$ cat src/rtl/regfile_wb_arbiter.sv
// regfile_wb_arbiter: round-robin arbiter sharing the register file write port
// among NUM_REQ writeback sources, with a pending-write mask and conflict counter.
//
// Ports:
//   clk, reset        clock (rising edge), async active-high reset
//   hold_i            freeze arbitration, no grants while high
//   req_valid_i       per-source write request
//   req_rd_i          packed dest index, source k at [k*ADDR_W +: ADDR_W]
//   req_data_i        packed write data, same packing
//   req_ready_o       one-hot grant, transfer on valid&ready
//   reg_write_o       register file write enable (registered)
//   rd_o              register file write index (registered)
//   write_data_o      register file write data (registered)
//   pend_mask_o       bit r set while register r has an uncommitted write
//   conflict_cnt_o    saturating count of cycles with >=2 valid requests
module regfile_wb_arbiter #(
  parameter int NUM_REQ = 3,
  parameter int DATA_W  = 32,
  parameter int ADDR_W  = 5
) (
  input  logic                      clk,
  input  logic                      reset,
  input  logic                      hold_i,
  input  logic [NUM_REQ-1:0]        req_valid_i,
  input  logic [NUM_REQ*ADDR_W-1:0] req_rd_i,
  input  logic [NUM_REQ*DATA_W-1:0] req_data_i,
  output logic [NUM_REQ-1:0]        req_ready_o,
  output logic                      reg_write_o,
  output logic [ADDR_W-1:0]         rd_o,
  output logic [DATA_W-1:0]         write_data_o,
  output logic [(1<<ADDR_W)-1:0]    pend_mask_o,
  output logic [15:0]               conflict_cnt_o
);

  localparam int PW = $clog2(NUM_REQ);
  localparam int MW = 1 << ADDR_W;

  logic [PW-1:0]     ptr_q, ptr_d;
  logic              wr_q, wr_d;
  logic [ADDR_W-1:0] rd_q, rd_d;
  logic [DATA_W-1:0] data_q, data_d;
  logic [15:0]       cnt_q, cnt_d;

  logic [NUM_REQ-1:0] gnt;
  logic [PW-1:0]      gnt_idx;
  logic [PW-1:0]      j;
  logic               found;
  logic [ADDR_W-1:0]  sel_rd;
  logic [DATA_W-1:0]  sel_data;
  logic [3:0]         nv;
  logic [MW-1:0]      mask;

  // Search starting at ptr, wrapping; first valid source wins.
  always_comb begin
    gnt     = '0;
    gnt_idx = '0;
    found   = 1'b0;
    j       = '0;
    for (int i = 0; i < NUM_REQ; i++) begin
      j = PW'((int'(ptr_q) + i) % NUM_REQ);
      if (!found && req_valid_i[j]) begin
        found   = 1'b1;
        gnt_idx = j;
      end
    end
    if (hold_i || reset) found = 1'b0;
    if (found) gnt[gnt_idx] = 1'b1;
  end

  always_comb begin
    sel_rd   = '0;
    sel_data = '0;
    for (int k = 0; k < NUM_REQ; k++) begin
      if (gnt[k]) begin
        sel_rd   = req_rd_i[k*ADDR_W +: ADDR_W];
        sel_data = req_data_i[k*DATA_W +: DATA_W];
      end
    end
  end

  // x0 requests complete the handshake but never reach the write port.
  always_comb begin
    ptr_d  = ptr_q;
    wr_d   = 1'b0;
    rd_d   = rd_q;
    data_d = data_q;
    if (found) begin
      ptr_d = (gnt_idx == PW'(NUM_REQ-1)) ? '0 : gnt_idx + PW'(1);
      if (sel_rd != '0) begin
        wr_d   = 1'b1;
        rd_d   = sel_rd;
        data_d = sel_data;
      end
    end
  end

  always_comb begin
    nv = '0;
    for (int k = 0; k < NUM_REQ; k++) nv = nv + 4'(req_valid_i[k]);
    cnt_d = cnt_q;
    if (nv >= 4'd2 && cnt_q != 16'hFFFF) cnt_d = cnt_q + 16'd1;
  end

  always_comb begin
    mask = '0;
    for (int k = 0; k < NUM_REQ; k++) begin
      if (req_valid_i[k]) mask[req_rd_i[k*ADDR_W +: ADDR_W]] = 1'b1;
    end
    if (wr_q) mask[rd_q] = 1'b1;
    mask[0] = 1'b0;
  end

  always_ff @(posedge clk or posedge reset) begin
    if (reset) begin
      ptr_q  <= '0;
      wr_q   <= 1'b0;
      rd_q   <= '0;
      data_q <= '0;
      cnt_q  <= '0;
    end else begin
      ptr_q  <= ptr_d;
      wr_q   <= wr_d;
      rd_q   <= rd_d;
      data_q <= data_d;
      cnt_q  <= cnt_d;
    end
  end

  assign req_ready_o    = gnt;
  assign reg_write_o    = wr_q;
  assign rd_o           = rd_q;
  assign write_data_o   = data_q;
  assign pend_mask_o    = mask;
  assign conflict_cnt_o = cnt_q;

endmodule
$ cat config.mk
export PLATFORM = sky130hd
export DESIGN_NAME = regfile_wb_arbiter
export DESIGN_NICKNAME = d
export VERILOG_FILES = /design/src/rtl/regfile_wb_arbiter.sv
export SDC_FILE = /design/constraint.sdc
export NUM_CORES = 1
export LEC_CHECK = 0
export ABC_AREA = 0
export BUFFER_PORTS_ARGS = -buffer_cell sky130_fd_sc_hd__buf_4
export CAP_MARGIN = 20
export CORE_ASPECT_RATIO = 2
export CORE_MARGIN = 2
export CORE_UTILIZATION = 47
export CTS_CLUSTER_DIAMETER = 120
export DETAILED_ROUTE_END_ITERATION = 8
export GPL_ROUTABILITY_DRIVEN = 0
export PLACE_DENSITY = 0.84
export SYNTH_ARGS = -nofsm -noshare
export SYNTH_HDL_FRONTEND = slang
export SYNTH_SLANG_ARGS = --single-unit
$ cat constraint.sdc
create_clock -name clk -period 3.89 [get_ports clk]
set_input_delay 0.778 -clock clk [delete_from_list [all_inputs] [get_ports clk]]
set_output_delay 0.778 -clock clk [all_outputs]
set_load 0.05 [all_outputs]
==> out/qor.yml <==
grt_pass1_wl_microns: 23700
endpoint_kind: "output port"
dr_total_vias: 4590
ctsResizeCount: 0
clk_pin_slew_ns: 0.07
synthCells: 459
crit_path_start_kind: "flip-flop"
slew_headroom_pct: 37.3
grt_use_total_pct: 30.0
drv_slew: 0
setup_slack_ns: 0.236
ir_drop_mv: 0.611
rsz0062_at_grt: "false"
synthArstFlopShare_pct: 100
dpl_cell_area_sq_mm: 0.00585
finalSetupTns_ns: 0
r2r-end: "write_data_o[21]"
fp-row-count: 49
grt_max_degree: 67
grt_pass1_vias: 4818
layout_worst_path_cycle_share_pct: 93.9
cts-root-buf: "clkbuf_16"
ys_ff_latch: 56
drive_gt1_share_pct: 42.2
design.core.area_sq_mm: 0.00889
clk_latency_ns: 0.29
status: "complete, no violations"
r2r_slack_ns: 0.52
die_y_microns: 139
clock-skew-final_ns: 0.00511
rr_startpoint: "ptr_q[0]"
drt-met1-wl_microns: 4880
grt_overflow: 0
hold_slack_ns: 0.494
holdCritStartpoint: "conflict_cnt_o[7]"
met2WireLength_microns: 8230
io_pins: 206
cts_tree: "done"
timing.fmax_ghz: 0.274
worst_pin_slew_ns: 0.934
drc: 0
initialDrtViolationCount: 384
final_hold_viol_count: 0
min_to: "conflict_cnt_o[7]"
holdPathStages: 1
synth_cell_types: 45
met3_wirelength_microns: 1050
ys_seq_area_share_pct: 32.8
diodes: 0
finalWirelength_microns: 15000
wire_per_inst_microns: 19.9
r2r_cells: 9
cp.required_ns: 3.11
antenna_found_initial: 0
post_cts.repair.setup_buffers: 0
yosysWarnings: 0
final_area_sq_mm: 0.00602
fin_nets: 769
cts_buffers: 5
clock_sinks: 56
power_density_mw_per_mm2: 718
crit_type: "flip-flop to output port"
drt_first_pass_iters: 6
port_buffers: 204
critPathMaxFanout: 34
p_leak_nw: 2.96
antenna_left: 0
die_w_microns: 71.5
crit_arrival_ns: 2.88
maxCapViolations: 0
syn_avg_cell_area_sq_um: 9.32
fin_util_pct: 67.7
hpwl_microns: 11500
start_util_pct: 48.1
syn_area_sq_mm: 0.00428
dieArea_sq_mm: 0.00992
via_per_inst: 6.11
setup_viol: 0
routed.top_layer: "met4"
area_growth_pct: 40.7
synth_edf_count: 0
pre_cts_slack_ns: 0.402
min_path_type: "flip-flop to flip-flop"
finalCriticalPeriod_ns: 3.65
synth_ff_type: "dfrtp_1"
postCtsHoldBufs: 0
cts.path.max_buffers: 2
cts_max_level: 2
synth_nets: 580
[Yosys cell counts, types with 4 or more instances]
cell type,number,share of area [%]
a221o_1,22,5.1
o22ai_1,17,2.5
o211ai_1,6,1.1
mux2_2,18,4.7
nand4_1,4,0.59
a22oi_1,7,1.2
xor2_1,7,1.4
or3b_2,5,1.0
inv_1,11,0.97
nor3_1,8,0.94
nand3_1,12,1.4
nand2_1,28,2.5
nand3b_1,8,1.4
buf_6,4,1.1
and3_1,11,1.6
clkbuf_1,17,1.5
dfrtp_1,56,33
o21ai_0,12,1.4
mux2_4,25,8.8
or2_2,4,0.59
mux2i_1,33,7.7
a21oi_1,40,4.7
nor2_1,55,4.8
nor3b_1,7,1.2
xnor2_1,7,1.4
ha_1,4,1.2
[metal layers]
metal | GRT usage, % | vias to the layer above
met3 | 5.74 | 74
met5 | 0 | -
met4 | 16.6 | 0
li1 | - | 2084
met1 | 30.1 | 2127
met2 | 55.5 | 305
[worst max-delay path: stages (launching register included)]
cell	delay, ns
dfrtp_1	0.39
inv_1	0.06
ha_1	0.38
maj3_1	0.40
o221ai_4	0.28
buf_4	0.55
and3_1	0.30
buf_4	0.22
[cell type report]
class,instances,area (sq um)
sequential,56,1400
clock inverter,3,47.5
fill,702,2870
tap,102,128
multi-input combinational,365,2710
timing repair buffer,209,1570
inverter,11,41.3
clock buffer,5,125
[logic make-up (layout without fill, tap and decap cells)]
logic type | count (synthesis) | in the layout | synth area share, %
and+or+nand+nor | 155 | 155 | 18.7
AOI/OAI and AO/OA | 113 | 113 | 18.5
muxes | 76 | 76 | 21.2
DFF | 56 | 56 | 32.8
buffers and inverters | 38 | 228 | 4.21
xor gates and xnor gates | 14 | 14 | 2.87
adders and majority gates | 6 | 6 | 1.64
other | 1 | 1 | 0.0877
[per-stage QoR]
step,total power [mW],instances
after floorplan,2.98,459
after global placement,3.71,743
after detailed placement,3.79,743
after CTS,4.33,751
after global routing,4.52,751
final,4.32,751
[cells in the final DEF (no fill, tap or decap), types with 10 or more instances in the layout]
cell	n
a21oi_1	40
a221o_1	22
and3_1	11
buf_4	209
dfrtp_1	56
inv_1	10
mux2_2	18
mux2_4	25
mux2i_1	33
nand2_1	28
nand3_1	12
nor2_1	55
o21ai_0	12
o22ai_1	17
[power breakdown]
part	internal (mW)	switching, mW
Sequential	0.836	0.229
Clock	0.306	0.211
Combinational	1.00	1.74
Total	2.14	2.18
[state kept, by name (all words and copies together), names as in the netlist]
signal	cells
conflict_cnt_o	16
ptr_q	2
rd_o	5
reg_write_o	1
write_data_o	32
[worst max-delay path by stage]
stage / start / end / slack [ns] / cells past startpoint
finish: ptr_q[0] / req_ready_o[0] / 0.24 / 7
global route: ptr_q[0] / req_ready_o[0] / 0.13 / 7
floorplan: req_valid_i[2] / req_ready_o[1] / 0.65 / 5
CTS: ptr_q[0] / req_ready_o[0] / 0.26 / 7
global placement: req_valid_i[0] / req_ready_o[0] / 0.47 / 7
detailed placement: req_valid_i[0] / req_ready_o[0] / 0.40 / 7
Note: power is estimated with default switching activity, not from simulation.
